File: config.mk
export PLATFORM = sky130hd
export DESIGN_NAME = spike_rate_decoder_flat
export DESIGN_NICKNAME = d
export VERILOG_FILES = /design/src/rtl/spike_rate_decoder_if.sv /design/src/rtl/spike_rate_decoder.sv /design/src/flat_wrapper.sv
export SDC_FILE = /design/constraint.sdc
export NUM_CORES = 1
export LEC_CHECK = 0
export ABC_AREA = 1
export CAP_MARGIN = 0
export CORE_ASPECT_RATIO = 0.9
export CORE_MARGIN = 8
export CORE_UTILIZATION = 47
export CTS_CLUSTER_SIZE = 10
export DETAILED_ROUTE_END_ITERATION = 7
export GPL_TIMING_DRIVEN = 0
export PLACE_DENSITY = 0.72
export SLEW_MARGIN = 30
export SYNTH_ARGS = -nofsm -noshare
export SYNTH_HDL_FRONTEND = slang
export SYNTH_SLANG_ARGS = --single-unit
File: constraint.sdc
create_clock -name clk -period 3.9 [get_ports clk]
set_input_delay 0.78 -clock clk [delete_from_list [all_inputs] [get_ports clk]]
set_output_delay 0.78 -clock clk [all_outputs]
set_load 0.1 [all_outputs]
File: src/rtl/spike_rate_decoder_if.sv
// Rate-result handshake bundle: producer drives the count and valid, consumer drives ready.
interface spike_rate_decoder_if #(
  parameter int unsigned WIDTH = 8
);
  logic [WIDTH-1:0] rate_out;
  logic             rate_valid;
  logic             rate_ready;

  modport master (output rate_out, output rate_valid, input rate_ready);
  modport slave  (input rate_out, input rate_valid, output rate_ready);
endinterface

File: src/rtl/spike_rate_decoder.sv
// Converts a 1-bit spike train into a windowed spike count (valid/ready) and a
// leaky, saturating synaptic current.
module spike_rate_decoder #(
  parameter int unsigned WIDTH = 8,
  parameter int unsigned SHIFT = 1
) (
  input  logic                    clk,
  input  logic                    rst_n,
  input  logic                    spike_in,
  input  logic                    en,
  input  logic [WIDTH-1:0]        win_len,
  input  logic [WIDTH-1:0]        weight,
  output logic [WIDTH-1:0]        syn_current,
  output logic                    missed,
  spike_rate_decoder_if.master    rate
);

  localparam int unsigned SUM_W = WIDTH + 1;
  localparam logic [WIDTH-1:0] MAX_VAL = '1;

  typedef enum logic [1:0] {
    S_IDLE  = 2'd0,
    S_COUNT = 2'd1,
    S_HOLD  = 2'd2
  } state_t;

  state_t           r_state;
  logic [WIDTH-1:0] r_count;
  logic [WIDTH-1:0] r_cyc;
  logic [WIDTH-1:0] r_rate;
  logic             r_valid;
  logic             r_missed;
  logic [WIDTH-1:0] r_syn;

  state_t           w_state_nxt;
  logic [WIDTH-1:0] w_count_nxt;
  logic [WIDTH-1:0] w_cyc_nxt;
  logic [WIDTH-1:0] w_rate_nxt;
  logic             w_valid_nxt;
  logic             w_missed_nxt;
  logic [WIDTH-1:0] w_win_eff;
  logic [WIDTH-1:0] w_count_inc;
  logic             w_handshake;
  logic [SUM_W-1:0] w_syn_sum;
  logic [WIDTH-1:0] w_syn_nxt;

  // A zero-length window would never reach its final sample; run it as one cycle.
  assign w_win_eff   = (win_len == '0) ? WIDTH'(1) : win_len;
  assign w_count_inc = (spike_in && (r_count != MAX_VAL)) ? r_count + WIDTH'(1) : r_count;
  assign w_handshake = r_valid & rate.rate_ready;

  // Leaky integration: truncating decay plus weight, clamped at full scale.
  assign w_syn_sum = SUM_W'(r_syn >> SHIFT) + (spike_in ? SUM_W'(weight) : SUM_W'(0));
  assign w_syn_nxt = w_syn_sum[WIDTH] ? MAX_VAL : w_syn_sum[WIDTH-1:0];

  always_comb begin
    w_state_nxt  = r_state;
    w_count_nxt  = r_count;
    w_cyc_nxt    = r_cyc;
    w_rate_nxt   = r_rate;
    w_valid_nxt  = r_valid;
    w_missed_nxt = r_missed;

    unique case (r_state)
      S_IDLE: begin
        if (en) begin
          w_cyc_nxt   = w_win_eff;
          w_count_nxt = '0;
          w_state_nxt = S_COUNT;
        end
      end

      S_COUNT: begin
        // Dropping en wins over the final-sample edge: the window is discarded.
        if (!en) begin
          w_count_nxt = '0;
          w_state_nxt = S_IDLE;
        end else begin
          w_count_nxt = w_count_inc;
          w_cyc_nxt   = r_cyc - WIDTH'(1);
          if (r_cyc == WIDTH'(1)) begin
            w_rate_nxt  = w_count_inc;
            w_valid_nxt = 1'b1;
            w_state_nxt = S_HOLD;
          end
        end
      end

      S_HOLD: begin
        if (spike_in) begin
          w_missed_nxt = 1'b1;
        end
        // Result stays put until consumed, regardless of en.
        if (w_handshake) begin
          w_valid_nxt = 1'b0;
          if (en) begin
            w_cyc_nxt   = w_win_eff;
            w_count_nxt = '0;
            w_state_nxt = S_COUNT;
          end else begin
            w_state_nxt = S_IDLE;
          end
        end
      end

      default: begin
        w_state_nxt = S_IDLE;
      end
    endcase
  end

  always_ff @(posedge clk or negedge rst_n) begin
    if (!rst_n) begin
      r_state  <= S_IDLE;
      r_count  <= '0;
      r_cyc    <= '0;
      r_rate   <= '0;
      r_valid  <= 1'b0;
      r_missed <= 1'b0;
      r_syn    <= '0;
    end else begin
      r_state  <= w_state_nxt;
      r_count  <= w_count_nxt;
      r_cyc    <= w_cyc_nxt;
      r_rate   <= w_rate_nxt;
      r_valid  <= w_valid_nxt;
      r_missed <= w_missed_nxt;
      r_syn    <= w_syn_nxt;
    end
  end

  assign rate.rate_out   = r_rate;
  assign rate.rate_valid = r_valid;
  assign syn_current     = r_syn;
  assign missed          = r_missed;

endmodule

File: src/flat_wrapper.sv
// flat-port wrapper written by rule: the top's interface ports become plain ports
module spike_rate_decoder_flat 
#(
  parameter int unsigned WIDTH = 8,
  parameter int unsigned SHIFT = 1
)
  (clk, rst_n, spike_in, en, win_len, weight, syn_current, missed, rate_rate_out, rate_rate_valid, rate_rate_ready);
  spike_rate_decoder_if #(.WIDTH(WIDTH)) rate_i ();
  input  logic clk;
  input  logic rst_n;
  input  logic spike_in;
  input  logic en;
  input  logic [WIDTH-1:0] win_len;
  input  logic [WIDTH-1:0] weight;
  output logic [WIDTH-1:0] syn_current;
  output logic missed;
  output wire logic [$bits(rate_i.rate_out)-1:0] rate_rate_out;
  output wire logic [$bits(rate_i.rate_valid)-1:0] rate_rate_valid;
  input wire logic [$bits(rate_i.rate_ready)-1:0] rate_rate_ready;
  assign rate_rate_out = rate_i.rate_out;
  assign rate_rate_valid = rate_i.rate_valid;
  assign rate_i.rate_ready = rate_rate_ready;
  spike_rate_decoder #(.WIDTH(WIDTH), .SHIFT(SHIFT)) u_core (.clk(clk), .rst_n(rst_n), .spike_in(spike_in), .en(en), .win_len(win_len), .weight(weight), .syn_current(syn_current), .missed(missed), .rate(rate_i));
endmodule
# [Yosys cells after proc, flatten, opt, wreduce, memory -nomap -nowiden]
# Index checks and enable logic that the tools add are counted.
[totals] latch_bits=0 memories=0 register_bits=36 ramBits=0 input_bits=21 out_inout_bits=18 romBits=0
[op_classes] n_mux=22 reduce_logical=11 eq_ne=9 add_sub_neg=3 magnitude_cmp=0 n_shift=0 bitwise=1 n_mul=0 n_div=0
[op_table] cell="2-to-1 mux 8 bit" n=10
[op_table] cell="case mux 8 bit (3 select lines)" n=2
[op_table] cell="adder 7 x 9 -> 9 bit" n=1
[op_table] cell="AND reduction 3 bit" n=3
[op_table] cell="adder 8 x 1 -> 8 bit, second input constant" n=1
[op_table] cell="== test 8 x 1 -> 1 bit, second input constant" n=1
[op_table] cell="logical NOT 8 bit" n=1
[op_table] cell="2-to-1 mux 2 bit" n=4
[op_table] cell="!= test 8 bit, second input constant" n=1
[op_table] cell="subtractor 8 x 1 -> 8 bit, second input constant" n=1
[op_table] cell="case mux 2 bit (3 select lines)" n=1
[op_table] cell="2-to-1 mux 1 bit" n=4
[op_table] cell="!= test 2 x 1 -> 1 bit, second input constant" n=2
[op_table] cell="!= test 2 bit, second input constant" n=2
[op_table] cell="AND reduction 2 bit" n=2
[op_table] cell="AND reduction 4 bit" n=1
[op_table] cell="!= test 3 x 2 -> 1 bit, second input constant" n=1
[op_table] cell="nonzero test 3 bit" n=1
[op_table] cell="== test 2 x 1 -> 1 bit, second input constant" n=1
[op_table] cell="== test 2 bit, second input constant" n=1
[op_table] cell="logical NOT 2 bit" n=1
[op_table] cell="case mux 1 bit (2 select lines)" n=1
[op_table] cell="nonzero test 2 bit" n=1
[op_table] cell="bitwise AND 1 bit" n=1
[op_table] cell="logical AND 1 bit" n=1

# [Logic depth before layout (Yosys ltp)]
[depth] ltp_word=5 mapped_depth=14

# [Worst setup path after synthesis]
# No wires, ideal clock.
[synth_path] path_kind="input to register" from="in spike_in" to="reg u_core.r_syn[7], in the netlist u_core.syn_current[7]" setup_slack_ns=1.450 t_arrival_ns=2.316 stages=12 t_required_ns=3.766 path_cell_list="buf_4 -> buf_2 -> nand2_1 -> inv_1 -> ha_1 -> fa_1 -> inv_1 -> nor2_1 -> nor2_1 -> nor3_1 -> nor2_2 -> nand3_1"
[synth_between] elab_chain_cells=3
[synth_rtl] item="from (decl)" line="flat_wrapper.sv:11" text="input logic spike_in;"
[synth_rtl] item="2-to-1 mux 8 bit" line="spike_rate_decoder.sv:53" text="assign w_syn_sum = SUM_W'(r_syn >> SHIFT) + (spike_in ? SUM_W'(weight) : SUM_W'(0));"
[synth_rtl] item="adder 7 x 9 -> 9 bit" line="spike_rate_decoder.sv:53"
[synth_rtl] item="2-to-1 mux 8 bit" line="spike_rate_decoder.sv:54" text="assign w_syn_nxt = w_syn_sum[WIDTH] ? MAX_VAL : w_syn_sum[WIDTH-1:0];"
[synth_rtl] item="via u_core.w_syn_nxt[7]" line="spike_rate_decoder.sv:45" text="logic [WIDTH-1:0] w_syn_nxt;"
[synth_rtl] item="to (signal assigned)" line="spike_rate_decoder.sv:128" text="r_syn <= w_syn_nxt;"
[synth_rtl] item="to (decl)" line="spike_rate_decoder.sv:33" text="logic [WIDTH-1:0] r_syn;"
# The timed path passes the listed nets, and every way through them passes these cells.
# A chain may end at the register's enable or synchronous reset.

# [Final worst setup path]
[layout_path] from="reg u_core.r_syn[2], in the netlist u_core.syn_current[2]" to="out syn_current[2]"
[layout_lines] item="to (decl)" line="flat_wrapper.sv:15" text="output logic [WIDTH-1:0] syn_current;"
# No word-level cell between the ends.

==> impl_metrics.toml <==
[pwr]
ir_worst_vdd_mv = 0.499
swShare_pct = 50.6
leakagePower_nw = 1.50
pwr-share-comb_pct = 55.2
p_total_mw = 2.11
seqPwrFrac_pct = 27.3
p_per_area_nw_per_um2 = 729
power_switching_mw = 1.07
p_int_mw = 1.04
p_clk_share_pct = 17.5

[die]
start_util_pct = 48.0
ios = 39
die_w_um = 89.6
fp.dieH_um = 82.2
core_sq_um = 4770
rows = 24
die_area_sq_um = 7370

[detailed_routing]
vias = 2065
drt-vias-per-instance = 4.90
first_pass_iters = 4
drc_errors = 0
drt_iter0_drc = 106
drt-total-wl_um = 5360
postRouteAntennaNets = 0
wl_per_cell_um = 12.7

[final_layout]
syn2layout_area_growth_pct = 26.2
final_cells = 421
diodes = 0
post-route-util_pct = 60.6
final_nets = 387
fill_cells = 443
drive_above_1_share_pct = 11.0

[sta]
rsz0062_at_grt = "false"
slew_violations = 0
post-route-period-util_pct = 67.5
finalSetupTns_ns = 0
setup_viol = 0
tightest_slew_ns = 0.996
slew_headroom_pct = 33.4
final-hold-violation-count = 0
whs_ns = 0.444
max_freq_ghz = 0.380
min_period_ns = 2.63
finalClockSkew_ns = 0.00572

[grt]
grt_pass1_vias = 2025
grt_pass1_wl_um = 9040
grt_max_degree = 20
grt_use_total_pct = 15.7
grt_antenna_before_repair = 0
grt-ovfl-total = 0

[setup_path]
path_class = "reg2out"
worst-path-buf-inv = 1
rr_endpoint = "u_core.syn_current[4]"
critical_path_required_ns = 3.12
crit_path_start_kind = "flip-flop"
r2r_start = "u_core.syn_current[1]"
crit_chain = "clkdlybuf4s50_1"
slowest_stage = "clkdlybuf4s50_1"
reg2reg_slack_ns = 1.96
critical_path_arrival_ns = 1.85
r2r_cells = 8
path_max_fanout = 3
crit_family = "buffers and inverters"
cp-end-kind = "primary output"
cpPeakStageDelay_ns = 1.16

[placement]
port_buffers = 37
place.gp.congestion = 0.863
dp_cells = 413
hpwlAfterDp_um = 3970

[clocking]
clk_pin_slew_worst_paths_ns = 0.07
post_cts_resized = 0
cts_hold_buf = 0
cts_tree = "yes"
cts_max_level = 2
root_buffer = "clkbuf_8"
clk_path_buf_depth = 2
cts_setup_buffers = 0
numCtsBuffers = 5
clock_latency_ns = 0.30
clkSinkCount = 36

[yosys]
yosysWarningCount = 0
seq_area_frac_synth_pct = 39.3
synthesis.instances = 310
syn_nets = 342
synthDistinctLibCells = 33
ys_ff_latch = 36
syn_area_sq_um = 2290
syn-mean-instance-area_sq_um = 7.39

[min_path]
hold_path.class = "in2async"

[outcome]
run_status = "complete, no violations"

[job]
cap_viol_max_count = 0
[power groups by stage]
stage	clock (mW)	combinational, mW	sequential, mW
after floorplan	0	0.477	0.993
after global placement	0	1.15	0.578
after detailed placement	0	1.17	0.577
after CTS	0.376	1.17	0.574
after global routing	0.390	1.26	0.590
final	0.369	1.16	0.574
[through the flow]
step,area (sq um),setup slack (ns)
5_1_grt,2890,1.19
2_1_floorplan,2290,1.45
6_report,2890,1.27
4_1_cts,2890,1.24
3_5_place_dp,2770,1.07
3_3_place_gp,2740,1.05
[sequential cells by signal, summed over array words and instances (netlist names)]
signal,flops
u_core.rate.rate_valid,1
u_core.r_state,2
u_core.r_count,8
u_core.missed,1
u_core.rate.rate_out,8
u_core.syn_current,8
u_core.r_cyc,8
[kinds of logic (layout without fill, tap and decap cells)]
group,Yosys count,in the layout,synth area share (%)
and+or+nand+nor,183,183,36.6
buffers and inverters,47,93,8.52
DFF,36,36,39.3
AOI/OAI and AO/OA,29,29,7.65
adders and majority gates,11,11,6.34
xor gates and xnor gates,4,4,1.53
[placed cells by master (no fill, tap or decap), drive strengths merged, types with 3 or more instances in the layout]
cell type / count
buf: 6
dfrtp: 36
o211ai: 3
a21oi: 5
nand4: 4
o21ai: 16
nor2: 31
clkdlybuf4s50: 36
ha: 10
clkbuf: 7
nand2: 108
nor3: 3
nand3: 36
inv: 42
[layout make-up]
cell class	count	area [sq um]	share of cell area [%]
Clock inverter	1	30.0	1.04
Clock buffer	7	96.3	3.33
Buffer	4	31.3	1.08
Inverter	43	164	5.67
Multi-Input combinational cell	227	1190	41.3
Tap cell	65	81.3	2.81
Sequential cell	36	901	31.2
Timing Repair Buffer	38	393	13.6
[cells in the mapped netlist (all sizes together)]
cell type  instances  area share, %
nand2            108             19
inv               42            7.0
dfrtp             36             39
nand3             36            8.1
nor2              31            7.5
o21ai             16            4.0
ha                10            5.5
a21oi              5            1.1
buf                4            1.4
nand4              4            1.1
nor3               3           0.66
o211ai             3           0.98
o22ai              2           0.55
xnor2              2           0.76
xor2               2           0.76
a31o               1           0.38
clkinv             1           0.16
fa                 1           0.87
o21a               1           0.33
o31ai              1           0.33
or2                1           0.27
[routing by layer]
metal  wire length [um]  part of all wire [%]  global-route usage (%)
met1               2690                    50                    20.7
met4                 82                   1.5                    5.64
met2               2340                    44                    24.6
met3                245                   4.6                    3.56
met5                  0                     0                       0
[how the worst max path moves through the flow]
stage	start	depth (start not counted)	end	slack, ns
final	u_core.syn_current[2]	1	syn_current[2]	1.27
after global routing	weight[0]	11	u_core.syn_current[4]	1.19
after CTS	u_core.syn_current[2]	1	syn_current[2]	1.24
after detailed placement	weight[0]	11	u_core.syn_current[4]	1.07
after global placement	weight[0]	11	u_core.syn_current[4]	1.05
after floorplan	spike_in	12	u_core.syn_current[7]	1.45
(Power assumes the default switching activity.)
